[src/rtl/bcd_display_pkg.sv]
// Shared constants for the BCD counter/display slice: digit width,
// 7-segment patterns {A,B,C,D,E,F,G} (active-high) and helpers.
package bcd_display_pkg;

  localparam int unsigned DIGIT_W = 4;
  localparam int unsigned SEG_W   = 7;

  localparam logic [DIGIT_W-1:0] DIGIT_MAX = 4'd9;

  localparam logic [SEG_W-1:0] SEG_0     = 7'b1111110;
  localparam logic [SEG_W-1:0] SEG_1     = 7'b0110000;
  localparam logic [SEG_W-1:0] SEG_2     = 7'b1101101;
  localparam logic [SEG_W-1:0] SEG_3     = 7'b1111001;
  localparam logic [SEG_W-1:0] SEG_4     = 7'b0110011;
  localparam logic [SEG_W-1:0] SEG_5     = 7'b1011011;
  localparam logic [SEG_W-1:0] SEG_6     = 7'b1011111;
  localparam logic [SEG_W-1:0] SEG_7     = 7'b1110000;
  localparam logic [SEG_W-1:0] SEG_8     = 7'b1111111;
  localparam logic [SEG_W-1:0] SEG_9     = 7'b1111011;
  localparam logic [SEG_W-1:0] SEG_BLANK = 7'b0000000;

  // Clamp a raw nibble into the legal BCD range (anything above 9 becomes 9).
  function automatic logic [DIGIT_W-1:0] clamp_digit(input logic [DIGIT_W-1:0] d);
    return (d > DIGIT_MAX) ? DIGIT_MAX : d;
  endfunction

endpackage

[src/rtl/bcd_counter_display_if.sv]
// Control/status bundle of the BCD counter display.
// master drives the control strobes; slave is the counter itself.
interface bcd_counter_display_if #(
  parameter int unsigned NUM_DIGITS = 4
);
  import bcd_display_pkg::*;

  logic                          Enable;
  logic                          UpDown;
  logic                          Load;
  logic [DIGIT_W*NUM_DIGITS-1:0] LoadValue;
  logic [DIGIT_W*NUM_DIGITS-1:0] Count;
  logic                          Tick;
  logic                          Carry;
  logic [NUM_DIGITS-1:0]         DigitSel;
  logic [SEG_W-1:0]              Seg;

  modport master (
    output Enable, UpDown, Load, LoadValue,
    input  Count, Tick, Carry, DigitSel, Seg
  );

  modport slave (
    input  Enable, UpDown, Load, LoadValue,
    output Count, Tick, Carry, DigitSel, Seg
  );

endinterface

[src/rtl/bcd_seg_decode.sv]
// Combinational BCD digit to 7-segment decoder; blank flag or a
// non-decimal nibble yields a dark digit.
module bcd_seg_decode
  import bcd_display_pkg::*;
(
  input  logic [DIGIT_W-1:0] digit,
  input  logic               blank,
  output logic [SEG_W-1:0]   seg_c
);

  // Pattern lookup
  always_comb begin
    seg_c = SEG_BLANK;
    if (!blank) begin
      case (digit)
        4'd0:    seg_c = SEG_0;
        4'd1:    seg_c = SEG_1;
        4'd2:    seg_c = SEG_2;
        4'd3:    seg_c = SEG_3;
        4'd4:    seg_c = SEG_4;
        4'd5:    seg_c = SEG_5;
        4'd6:    seg_c = SEG_6;
        4'd7:    seg_c = SEG_7;
        4'd8:    seg_c = SEG_8;
        4'd9:    seg_c = SEG_9;
        default: seg_c = SEG_BLANK;
      endcase
    end
  end

endmodule

[src/rtl/bcd_counter_display.sv]
// Multi-digit BCD up/down counter with tick divider and multiplexed
// 7-segment display scan.
// Optional build macro: BCD_DISPLAY_BLANK_EN -- blank leading zeros
// above the most-significant nonzero digit (digit 0 always shown).
module bcd_counter_display
  import bcd_display_pkg::*;
#(
  parameter int unsigned NUM_DIGITS    = 4,
  parameter int unsigned DIV_COUNT     = 5,
  parameter int unsigned REFRESH_COUNT = 4,
  parameter int unsigned WRAP          = 1
) (
  input logic                  Clk,
  input logic                  Rst,
  bcd_counter_display_if.slave bus
);

  localparam int unsigned CNT_W  = DIGIT_W * NUM_DIGITS;
  localparam int unsigned DIV_W  = (DIV_COUNT > 1) ? $clog2(DIV_COUNT) : 1;
  localparam int unsigned REF_W  = (REFRESH_COUNT > 1) ? $clog2(REFRESH_COUNT) : 1;
  localparam int unsigned SCAN_W = (NUM_DIGITS > 1) ? $clog2(NUM_DIGITS) : 1;

  localparam logic [DIV_W-1:0]  DIV_LAST  = DIV_W'(DIV_COUNT - 1);
  localparam logic [REF_W-1:0]  REF_LAST  = REF_W'(REFRESH_COUNT - 1);
  localparam logic [SCAN_W-1:0] SCAN_LAST = SCAN_W'(NUM_DIGITS - 1);

  // Divider
  logic [DIV_W-1:0] div_q;
  logic [DIV_W-1:0] div_next;
  logic             tick_q;

  // Counter
  logic [CNT_W-1:0]   count_q;
  logic [CNT_W-1:0]   count_next;
  logic [CNT_W-1:0]   inc_val;
  logic [CNT_W-1:0]   dec_val;
  logic [CNT_W-1:0]   load_val;
  logic               all_nine;
  logic               all_zero;
  logic               inc_ripple;
  logic               dec_borrow;
  logic [DIGIT_W-1:0] cur_digit;
  logic               carry_q;
  logic               carry_next;

  // Display scan
  logic [REF_W-1:0]      ref_q;
  logic [REF_W-1:0]      ref_next;
  logic [SCAN_W-1:0]     scan_q;
  logic [SCAN_W-1:0]     scan_next;
  logic [NUM_DIGITS-1:0] sel_q;
  logic [NUM_DIGITS-1:0] sel_next;
  logic [SEG_W-1:0]      seg_q;
  logic [SEG_W-1:0]      seg_next;
  logic [DIGIT_W-1:0]    shown_digit;
  logic                  shown_blank;

  // Divider next value: 0..DIV_COUNT-1 then back to 0
  always_comb begin
    div_next = div_q + DIV_W'(1);
    if (div_q == DIV_LAST) begin
      div_next = '0;
    end
  end

  // Divider and tick registers; tick is high while the divider holds its last value
  always_ff @(posedge Clk or posedge Rst) begin
    if (Rst) begin
      div_q  <= '0;
      tick_q <= 1'b0;
    end else begin
      div_q  <= div_next;
      tick_q <= (div_next == DIV_LAST);
    end
  end

  // BCD ripple increment/decrement, limit detection and clamped load value
  always_comb begin
    inc_val    = count_q;
    dec_val    = count_q;
    load_val   = '0;
    all_nine   = 1'b1;
    all_zero   = 1'b1;
    inc_ripple = 1'b1;
    dec_borrow = 1'b1;
    cur_digit  = '0;
    for (int unsigned i = 0; i < NUM_DIGITS; i++) begin
      cur_digit = count_q[i*DIGIT_W +: DIGIT_W];
      if (cur_digit != DIGIT_MAX) begin
        all_nine = 1'b0;
      end
      if (cur_digit != '0) begin
        all_zero = 1'b0;
      end
      if (inc_ripple) begin
        if (cur_digit == DIGIT_MAX) begin
          inc_val[i*DIGIT_W +: DIGIT_W] = '0;
        end else begin
          inc_val[i*DIGIT_W +: DIGIT_W] = cur_digit + DIGIT_W'(1);
          inc_ripple = 1'b0;
        end
      end
      if (dec_borrow) begin
        if (cur_digit == '0) begin
          dec_val[i*DIGIT_W +: DIGIT_W] = DIGIT_MAX;
        end else begin
          dec_val[i*DIGIT_W +: DIGIT_W] = cur_digit - DIGIT_W'(1);
          dec_borrow = 1'b0;
        end
      end
      load_val[i*DIGIT_W +: DIGIT_W] = clamp_digit(bus.LoadValue[i*DIGIT_W +: DIGIT_W]);
    end
  end

  // Next count: load beats a ticked step, otherwise hold; limits wrap or saturate
  always_comb begin
    count_next = count_q;
    carry_next = 1'b0;
    if (bus.Load) begin
      count_next = load_val;
    end else if (tick_q && bus.Enable) begin
      if (bus.UpDown) begin
        carry_next = all_nine;
        if (!all_nine || (WRAP != 0)) begin
          count_next = inc_val;
        end
      end else begin
        carry_next = all_zero;
        if (!all_zero || (WRAP != 0)) begin
          count_next = dec_val;
        end
      end
    end
  end

  // Count and carry registers
  always_ff @(posedge Clk or posedge Rst) begin
    if (Rst) begin
      count_q <= '0;
      carry_q <= 1'b0;
    end else begin
      count_q <= count_next;
      carry_q <= carry_next;
    end
  end

  // Scan position: dwell REFRESH_COUNT cycles per digit, digit 0 upward
  always_comb begin
    ref_next  = ref_q + REF_W'(1);
    scan_next = scan_q;
    if (ref_q == REF_LAST) begin
      ref_next  = '0;
      scan_next = (scan_q == SCAN_LAST) ? '0 : scan_q + SCAN_W'(1);
    end
  end

  // Digit fed to the decoder and its one-hot enable, both for the upcoming scan slot
  always_comb begin
    shown_digit = count_q[32'(scan_next)*DIGIT_W +: DIGIT_W];
    sel_next    = NUM_DIGITS'(1) << scan_next;
  end

`ifdef BCD_DISPLAY_BLANK_EN
  logic upper_nonzero;

  // Blank a digit when it and every digit above it are zero; digit 0 is never blanked
  always_comb begin
    upper_nonzero = 1'b0;
    for (int unsigned i = 0; i < NUM_DIGITS; i++) begin
      if ((i >= 32'(scan_next)) && (count_q[i*DIGIT_W +: DIGIT_W] != '0)) begin
        upper_nonzero = 1'b1;
      end
    end
    shown_blank = (scan_next != '0) && !upper_nonzero;
  end
`else
  assign shown_blank = 1'b0;
`endif

  bcd_seg_decode u_seg_decode (
    .digit (shown_digit),
    .blank (shown_blank),
    .seg_c (seg_next)
  );

  // Scan registers; DigitSel and Seg update together
  always_ff @(posedge Clk or posedge Rst) begin
    if (Rst) begin
      ref_q  <= '0;
      scan_q <= '0;
      sel_q  <= NUM_DIGITS'(1);
      seg_q  <= SEG_0;
    end else begin
      ref_q  <= ref_next;
      scan_q <= scan_next;
      sel_q  <= sel_next;
      seg_q  <= seg_next;
    end
  end

  assign bus.Count    = count_q;
  assign bus.Tick     = tick_q;
  assign bus.Carry    = carry_q;
  assign bus.DigitSel = sel_q;
  assign bus.Seg      = seg_q;

endmodule

[src/flat_wrapper.sv]
// flat-port wrapper written by rule: the top's interface ports become plain ports
module bcd_counter_display_flat import bcd_display_pkg::*;
#(
  parameter int unsigned NUM_DIGITS    = 4,
  parameter int unsigned DIV_COUNT     = 5,
  parameter int unsigned REFRESH_COUNT = 4,
  parameter int unsigned WRAP          = 1
)
  (Clk, Rst, bus_Enable, bus_UpDown, bus_Load, bus_LoadValue, bus_Count, bus_Tick, bus_Carry, bus_DigitSel, bus_Seg);
  bcd_counter_display_if #(.NUM_DIGITS(NUM_DIGITS)) bus_i ();
  input logic Clk;
  input logic Rst;
  input wire logic [$bits(bus_i.Enable)-1:0] bus_Enable;
  input wire logic [$bits(bus_i.UpDown)-1:0] bus_UpDown;
  input wire logic [$bits(bus_i.Load)-1:0] bus_Load;
  input wire logic [$bits(bus_i.LoadValue)-1:0] bus_LoadValue;
  output wire logic [$bits(bus_i.Count)-1:0] bus_Count;
  output wire logic [$bits(bus_i.Tick)-1:0] bus_Tick;
  output wire logic [$bits(bus_i.Carry)-1:0] bus_Carry;
  output wire logic [$bits(bus_i.DigitSel)-1:0] bus_DigitSel;
  output wire logic [$bits(bus_i.Seg)-1:0] bus_Seg;
  assign bus_i.Enable = bus_Enable;
  assign bus_i.UpDown = bus_UpDown;
  assign bus_i.Load = bus_Load;
  assign bus_i.LoadValue = bus_LoadValue;
  assign bus_Count = bus_i.Count;
  assign bus_Tick = bus_i.Tick;
  assign bus_Carry = bus_i.Carry;
  assign bus_DigitSel = bus_i.DigitSel;
  assign bus_Seg = bus_i.Seg;
  bcd_counter_display #(.NUM_DIGITS(NUM_DIGITS), .DIV_COUNT(DIV_COUNT), .REFRESH_COUNT(REFRESH_COUNT), .WRAP(WRAP)) u_core (.Clk(Clk), .Rst(Rst), .bus(bus_i));
endmodule
[config.mk]
export PLATFORM = sky130hd
export DESIGN_NAME = bcd_counter_display_flat
export DESIGN_NICKNAME = d
export VERILOG_FILES = /design/src/rtl/bcd_display_pkg.sv /design/src/rtl/bcd_counter_display_if.sv /design/src/rtl/bcd_seg_decode.sv /design/src/rtl/bcd_counter_display.sv /design/src/flat_wrapper.sv
export SDC_FILE = /design/constraint.sdc
export NUM_CORES = 1
export LEC_CHECK = 0
export CELL_PAD_IN_SITES_DETAIL_PLACEMENT = 0
export CELL_PAD_IN_SITES_GLOBAL_PLACEMENT = 1
export CORE_ASPECT_RATIO = 1.75
export CORE_MARGIN = 3
export CORE_UTILIZATION = 39
export CTS_CLUSTER_DIAMETER = 120
export CTS_CLUSTER_SIZE = 28
export DETAILED_ROUTE_END_ITERATION = 8
export PLACE_DENSITY_LB_ADDON = 0.1
export SLEW_MARGIN = 20
export SYNTH_ARGS = -nofsm -noshare
export SYNTH_HDL_FRONTEND = slang
export SYNTH_SLANG_ARGS = --single-unit
[constraint.sdc]
create_clock -name Clk -period 3.35 [get_ports Clk]
set_input_delay 0.67 -clock Clk [delete_from_list [all_inputs] [get_ports Clk]]
set_output_delay 0.67 -clock Clk [all_outputs]
set_load 0.05 [all_outputs]
; ---- Word-level counts from Yosys, hierarchy flattened
; Memories as Yosys holds them, arrays and structs flattened. A register that Yosys moved wholly into a read port is not among the register bits.
; Index checks and enable logic that the tools add are counted.
; Widths: inputs -> output; s select.
[op_classes]
eq_ne = 15
mux = 46
reduce_logical = 16
add_sub_neg = 11
n_lt_le_gt_ge = 4
shift = 2
[op_table]
columns = cell, n
row1 = $mux 4, 18
row2 = $mux 16, 3
row3 = $mux 1, 21
row4 = $add 4x1->4 const B, 4
row5 = $eq 4x4->1 const B, 4
row6 = $gt 4x4->1 const B, 4
row7 = $logic_not 4->1, 4
row8 = $ne 4x4->1 const B, 4
row9 = $reduce_bool 4->1, 4
row10 = $shiftx 16x5->4, 1
row11 = $sub 4x1->4 const B, 4
row12 = $ne 3x1->1 const B, 3
row13 = $reduce_and 3->1, 3
row14 = $reduce_bool 3->1, 3
row15 = $eq 3x3->1 const B, 2
row16 = $mux 2, 3
row17 = $add 2x1->2 const B, 2
row18 = $eq 2x2->1 const B, 2
row19 = $shl 1x2->4 const A, 1
row20 = $add 3x1->3 const B, 1
row21 = $mux 3, 1
row22 = $reduce_bool 2->1, 1
row23 = $logic_and 1x1->1, 1
[word_totals]
regBits = 29
rom_bits = 112
n_memories = 1
out_inout_bits = 29
word_cells = 105
inputBits = 21
[mem_list]
columns = memory, depth, width, rd, rd_ports_with_merged_regs, write_ports, line_no
row1 = (no name shown), 16, 7, 1, 1, 0, bcd_seg_decode.sv:15  ; case (digit)

; ---- Longest topological paths before layout
; Gate-level depths: netlist (run 1).
[logic_depth]
depth_word = 8
mapped_depth = 9
mapped_depth_nobuf = 9

; ---- By module
; Synthesis (run 1) repeated with hierarchy kept, for this count alone.
[hier_totals]
hier_cells = 295
hier_area_um2 = 2517.4
[modules_own_cells]
columns = mod, cells_each, n_inst, seq_area_each_um2, area_each_um2
row1 = bcd_counter_display, 264, 1, 909.6, 2287.2
row2 = bcd_seg_decode, 31, 1, 0.0, 230.2

; ---- Least setup slack after synthesis (run 1)
; OpenSTA, ideal clock, no wires.
[synth_path]
path_type = reg-to-reg
from = register u_core.scan_q[0]
to = register u_core.seg_q[3], in the netlist u_core.bus.Seg[3]
synth_period_minus_slack_ns = 2.316
path_slack_ns = 1.034
setup_ns = 0.078
stages_incl_launch_ff = 8
arrival_time_ns = 2.238
path_buffers = 0
required_time_ns = 3.272
path_cell_list = dfrtp_1 -> ha_1 -> mux2i_1 -> inv_2 -> mux4_2 -> ha_1 -> mux2_4 -> o22ai_1
[synth_via]
elab_chain_len = 4
elab_cells_between_ends = 5
cone_classes = add/sub: 1 / eq/ne: 1 / shift: 1 / mux: 2
[synth_rtl]
columns = item, line_no
row1 = "start, declared", bcd_counter_display.sv:49  ; logic [SCAN_W-1:0] scan_q;
row2 = "start signal, assigned", bcd_counter_display.sv:195  ; scan_q <= scan_next;
row3 = $add 2x1->2 / $eq 2x2->1 (equally long branches), bcd_counter_display.sv:153  ; scan_next = (scan_q == SCAN_LAST) ? '0 : scan_q + SCAN_W'(1);
row4 = $mux 2 *, bcd_counter_display.sv:153
row5 = $mux 2 *, bcd_counter_display.sv:151  ; if (ref_q == REF_LAST) begin
row6 = named net u_core.scan_next[1], bcd_counter_display.sv:50  ; logic [SCAN_W-1:0] scan_next;
row7 = $shiftx 16x5->4 *, bcd_counter_display.sv:159  ; shown_digit = count_q[32'(scan_next)*DIGIT_W +: DIGIT_W];
row8 = "end, declared", bcd_counter_display.sv:53  ; logic [SEG_W-1:0] seg_q;
; Mark *: on every way through the listed nets, which the timed path passes. The rest lies on a longest branch.
; A chain may end at the register's enable or synchronous reset.

; ---- Final worst setup path (run 1)
[layout_path]
from = register u_core.ref_q[0]
to = register u_core.seg_q[6], in the netlist u_core.bus.Seg[6]
[layout_via]
elab_chain_len = 3
[layout_rtl]
columns = item, line_no
row1 = "start, declared", bcd_counter_display.sv:47  ; logic [REF_W-1:0] ref_q;
row2 = "start signal, assigned", bcd_counter_display.sv:194  ; ref_q <= ref_next;
row3 = $eq 2x2->1, bcd_counter_display.sv:151
row4 = $mux 2, bcd_counter_display.sv:151
row5 = named net u_core.scan_next[0], bcd_counter_display.sv:50
row6 = $shiftx 16x5->4, bcd_counter_display.sv:159
; The timed path passes the listed nets, and every way through them passes these cells.

==> results of run 1 <==
-- worst max path at each step --
stage,cells past startpoint,to,slack [ns]
3_3_place_gp,5,u_core.bus.Count[5]$_DFFE_PP0P_,0.65
4_1_cts,9,u_core.bus.Seg[6]$_DFF_PP1_,0.77
2_1_floorplan,7,u_core.bus.Seg[3]$_DFF_PP1_,1.03
5_1_grt,9,u_core.bus.Seg[6]$_DFF_PP1_,0.62
3_5_place_dp,6,u_core.bus.Count[8]$_DFFE_PP0P_,0.66
6_report,9,u_core.bus.Seg[6]$_DFF_PP1_,0.81
-- power by group through the flow --
stage / combinational [mW] / sequential [mW] / clock [mW]
finish: 0.694 / 0.632 / 0.389
global placement: 0.696 / 0.641 / 0
CTS: 0.699 / 0.633 / 0.399
global route: 0.752 / 0.647 / 0.415
floorplan: 0.370 / 0.741 / 0
detailed placement: 0.696 / 0.641 / 0
-- flip-flops by register name, indices dropped and copies added (netlist names) --
signal               count
u_core.div_q             3
u_core.ref_q             2
u_core.bus.Count        16
u_core.bus.Carry         1
u_core.bus.Seg           7
u_core.bus.Tick          1
u_core.scan_q            2
u_core.bus.DigitSel      4
-- cell usage in the layout, fill, tap and decap left out, types with 3 or more instances in the layout --
cell type	n
mux4_2	4
o22ai_1	15
ha_1	10
dfrtp_1	29
o31ai_1	3
clkbuf_8	5
and2_1	3
buf_4	6
inv_1	21
mux2i_1	4
nand2_1	20
clkdlybuf4s50_1	49
nor2_1	21
xor2_1	3
o211ai_1	4
nand2b_1	4
dfstp_2	7
o21ai_0	26
nor2b_1	6
a31oi_1	4
nor4_1	5
or3_1	3
nand3_1	11
a21oi_1	18
nor3_1	4
a22oi_1	5
o21bai_1	3
xnor2_1	4
-- area by class of cell --
cell class,instances,area [µm²]
clock buffer,5,68.8
clock inverter,3,42.5
fill,640,3060
inverter,24,91.3
multi-input combinational,219,1470
sequential,36,910
tap,80,100
timing repair buffer,55,536
-- logic make-up after synthesis --
family	Yosys count	synth area share
flops	36	0.354
xor+xnor	7	0.0238
fa+ha+maj	10	0.0486
compound gates	96	0.235
mux	11	0.0652
simple gates	95	0.198
buf+inv	49	0.0759
-- critical path, cell delays in order (launching register included) --
cell	delay, ns
dfrtp_1	0.39
ha_1	0.27
nor3b_2	0.19
nor2_2	0.23
inv_1	0.19
mux4_2	0.47
inv_1	0.09
ha_1	0.20
mux2_4	0.27
o22ai_1	0.16
-- routing by layer --
layer / track usage / routed length [µm] / vias to the layer above
met1: 0.213 / 2680 / 1141
met4: 0.0854 / 221 / 0
met3: 0.0266 / 174 / 17
met5: 0 / 0 / -
li1: - / - / 1178
met2: 0.357 / 3820 / 59
-- stage by stage --
step | worst slack [ns] | utilization
floorplan | 1.03 | -
global placement | 0.646 | 0.495
detailed placement | 0.657 | 0.495
CTS | 0.770 | 0.512
finish | 0.805 | 0.512
global route | 0.617 | 0.512
==> flow_summary.json, run 1 <==
{
  "post-route-period-util": 0.760,
  "die_h_um": 113,
  "seq_area_frac_synth": 0.354,
  "hold_path_end": "u_core.ref_q[0]$_DFF_PP0_",
  "ys.flop_type": "dfrtp_1",
  "dp.cells": 414,
  "synth_area_um2": 2570,
  "p_int_mw": 0.988,
  "async_reset_ff_frac": 1.00,
  "tightest_slew_ns": 0.762,
  "yosysTopAreaCell": "dfrtp_1",
  "status": "finished, final reports clean",
  "final_nets": 372,
  "cts_sinks": 36,
  "crit_path_end_kind": "flip-flop",
  "synth_cells": 304,
  "design_area_um2": 3220,
  "antenna_left": 0,
  "ys_warn_count": 0,
  "grt_start_max_net_pins": 22,
  "cts_buffers": 5,
  "yosys.cell_count.top_type": "dfrtp_1",
  "finalHoldViolations": 0,
  "rr_startpoint": "u_core.ref_q[0]$_DFF_PP0_",
  "area.growth.synth_to_final_pct": 25.0,
  "cts_setup_buffers": 0,
  "p_sw_mw": 0.727,
  "ctsResizeCount": 0,
  "clockBufferDepth": 2,
  "min_period_ns": 2.54,
  "io_pins": 50,
  "post-synth-top-area-fraction": 0.282,
  "drive_above_1_share": 0.111,
  "placed_area_um2": 3100,
  "start_util": 0.410,
  "seqPwrFrac": 0.369,
  "slew_headroom": 0.491,
  "r2r_cells": 9,
  "pwr-share-clk": 0.227,
  "grt_pass1_wl_um": 11400,
  "core_um2": 6280,
  "hp-class": "reg2reg",
  "power_density_nw_per_um2": 533,
  "rsz0062_at_grt": "false",
  "synth_edf_count": 0,
  "die_w_um": 67.4,
  "place.gp.congestion": 0.854,
  "cp.required_ns": 3.56,
  "insertion_delay_ns": 0.29,
  "overflow": 0,
  "r2r_slack_ns": 0.81,
  "cts_tree": "built",
  "drt_pass1_iterations": 5,
  "cp_max_fo": 6,
  "dp_hpwl_um": 5320,
  "routed_wirelength_um": 6890,
  "finalSetupTns_ns": 0,
  "skew_ns": 0.00619,
  "synthTopCellsByCount": "dfrtp_1, o21ai_0, clkbuf_1, inv_1, nor2_1",
  "netSwitchingFraction": 0.424,
  "drt_iter0_markers": 91,
  "vias_per_cell": 5.68,
  "syn_nets": 335,
  "whs_path_depth": 1,
  "grtUsageTotal": 0.194,
  "synthTopCellsByArea": "dfrtp_1, dfstp_2, o21ai_0",
  "grt_pass1_vias": 2388,
  "crit_path_start_kind": "flip-flop",
  "holdWs_ns": 0.430,
  "comb_power_share": 0.405,
  "synth_area_per_cell_um2": 8.46,
  "path_clk_slew_ns": 0.08,
  "worstSetupStartpoint": "u_core.ref_q[0]$_DFF_PP0_",
  "drv_slew": 0,
  "detail_route.wl_per_cell_um": 16.3,
  "r2r-end": "u_core.bus.Seg[6]$_DFF_PP1_",
  "power_mw": 1.72,
  "n_antenna_cell": 0,
  "p_leak_nw": 1.33,
  "ir_drop_uv": 388,
  "num_rows": 38,
  "antenna_found_initial": 0,
  "setup-violations-final": 0,
  "cp.arrival_ns": 2.75,
  "root_buffer": "clkbuf_8",
  "clock.fmax_mhz": 393,
  "worstHoldStart": "u_core.ref_q[0]$_DFF_PP0_",
  "synth.distinct_cells": 58,
  "finalNonFillerCells": 422,
  "drc_errors": 0,
  "critical_path_class": "reg2reg",
  "synth_seq_cells": 36,
  "maxCapViolCount": 0,
  "die_area_um2": 7650,
  "io_buffers": 49,
  "htreeDepth": 2,
  "vias": 2395,
  "ctsHoldBuffers": 0
}
Note: power is estimated with default switching activity, not from simulation.
==> run 2, diff against run 1 <==
CORE_UTILIZATION = 35   (was 39)
clock period = 2.3 ns   (was 3.35 ns; I/O delays follow)
==> run 2 against run 1 <==
Against the previous run:
- clock skew hardly changed
- sequential share of layout area is 2.7 points lower
- die area up 11%
- first-iteration DRC count stayed put
- hold slack better by 0.045 ns
- via count is 3.8% higher
- clock power rose by 110%
- largest cell class unchanged
- largest power group unchanged
- highest routed layer unchanged
==> flow_summary.json, run 2 (same netlist as run 1, synthesis figures left out) <==
{
  "status": "finished, final reports clean",
  "power_density_nw_per_um2": 810,
  "finalHoldViolations": 0,
  "drc_errors": 0,
  "holdWs_ns": 0.475,
  "cp_max_fo": 6,
  "post-route-period-util": 0.961,
  "drv_slew": 0,
  "dp.cells": 449,
  "cts_tree": "built",
  "root_buffer": "clkbuf_16",
  "crit_path_start_kind": "flip-flop",
  "area.growth.synth_to_final_pct": 38.2,
  "maxCapViolCount": 0,
  "antenna_left": 0,
  "finalNonFillerCells": 459,
  "r2r-end": "u_core.bus.Seg[3]$_DFF_PP1_",
  "start_util": 0.367,
  "grt_pass1_vias": 2451,
  "p_leak_nw": 1.54,
  "clock.fmax_mhz": 452,
  "ir_drop_uv": 395,
  "die_area_um2": 8450,
  "antenna_found_initial": 0,
  "most-common-layout-cells": "clkdlybuf4s50_1, buf_4, dfrtp_1, o21ai_0, nor2_1",
  "place.gp.congestion": 0.836,
  "grtUsageTotal": 0.185,
  "detail_route.wl_per_cell_um": 16.4,
  "cts_sinks": 36,
  "whs_path_depth": 1,
  "htreeDepth": 2,
  "vias_per_cell": 5.42,
  "drive_above_1_share": 0.200,
  "skew_ns": 0.00659,
  "pre_cts_ws_ns": -0.0599,
  "clockBufferDepth": 2,
  "io_pins": 50,
  "io_buffers": 49,
  "die_h_um": 119,
  "finalSetupTns_ns": 0,
  "r2r_slack_ns": 0.09,
  "worstHoldStart": "u_core.div_q[0]$_DFF_PP0_",
  "die_w_um": 70.8,
  "placed_area_um2": 3340,
  "cts_buffers": 5,
  "core_um2": 7010,
  "power_mw": 2.88,
  "ctsHoldBuffers": 0,
  "setup-violations-final": 0,
  "final_nets": 405,
  "r2r_cells": 9,
  "crit_path_end_kind": "flip-flop",
  "grt_pass1_wl_um": 12300,
  "min_period_ns": 2.21,
  "overflow": 0,
  "design_area_um2": 3560,
  "finalWorstSetupSlack_ns": 0.0888,
  "fin_util": 0.508,
  "path_clk_slew_ns": 0.06,
  "rr_startpoint": "u_core.ref_q[0]$_DFF_PP0_",
  "routed_wirelength_um": 7510,
  "drt_pass1_iterations": 4,
  "n_antenna_cell": 0,
  "num_rows": 40,
  "vias": 2486,
  "tightest_slew_ns": 0.503,
  "slew_headroom": 0.662,
  "insertion_delay_ns": 0.28,
  "layout_commonest_cell": "clkdlybuf4s50_1",
  "hold_path_end": "u_core.div_q[0]$_DFF_PP0_",
  "cp.arrival_ns": 2.42,
  "drt_iter0_markers": 91,
  "grt_start_max_net_pins": 37,
  "largest_reg_flops": 16,
  "cp.required_ns": 2.50,
  "hp-class": "reg2reg",
  "critical_path_class": "reg2reg",
  "dp_hpwl_um": 5830
}
## run 2: timing repair
| item | in CTS | in global routing |
|---|---|---|
| buffers inserted | 0 | 2 |
| pin swaps | 1 | 2 |
| resized for setup | 1 | 3 |
| endpoints found under the setup margin | 2 | 8 |
## run 2: cell type report
cell class	count	area [µm²]
Inverter	24	91.3
Timing Repair Buffer	88	783
Fill cell	696	3450
Sequential cell	36	910
Clock buffer	7	153
Multi-Input combinational cell	219	1480
Tap cell	84	105
Clock inverter	1	30.0
## run 2: power by group
| part | internal (mW) | switching (mW) | total (mW) |
|---|---|---|---|
| clock | 0.570 | 0.261 | 0.831 |
| combinational | 0.483 | 0.705 | 1.19 |
| sequential | 0.726 | 0.135 | 0.861 |
## run 2: how the worst max path moves through the flow
stage,cells after the start,slack (ns),startpoint,end
3_3_place_gp,9,0.02,u_core.ref_q[0]$_DFF_PP0_,u_core.bus.Seg[3]$_DFF_PP1_
6_report,9,0.09,u_core.ref_q[0]$_DFF_PP0_,u_core.bus.Seg[3]$_DFF_PP1_
5_1_grt,9,-0.002,u_core.ref_q[0]$_DFF_PP0_,u_core.bus.Seg[3]$_DFF_PP1_
4_1_cts,9,0.02,u_core.ref_q[0]$_DFF_PP0_,u_core.bus.Seg[3]$_DFF_PP1_
2_1_floorplan,6,0.02,u_core.bus.Count[5]$_DFFE_PP0P_,u_core.bus.Seg[3]$_DFF_PP1_
3_5_place_dp,9,-0.06,u_core.ref_q[0]$_DFF_PP0_,u_core.bus.Seg[3]$_DFF_PP1_
## run 2: critical path, cell delays in order (launching register included)
cell and delay (ns):
dfrtp_1 0.41, ha_4 0.19, nor3b_2 0.16, nor2_2 0.18, inv_2 0.08, mux4_2 0.41, inv_1 0.08, ha_1 0.19
mux2_4 0.27, o22ai_1 0.15
## run 2: metal layers
metal,global-route usage,wire [µm],vias to the layer above,share of wire
li1,-,-,1235,-
met1,0.208,2820,1180,0.37
met2,0.343,4310,59,0.57
met3,0.0228,237,12,0.032
met4,0.0729,152,0,0.020
met5,0,0,-,0
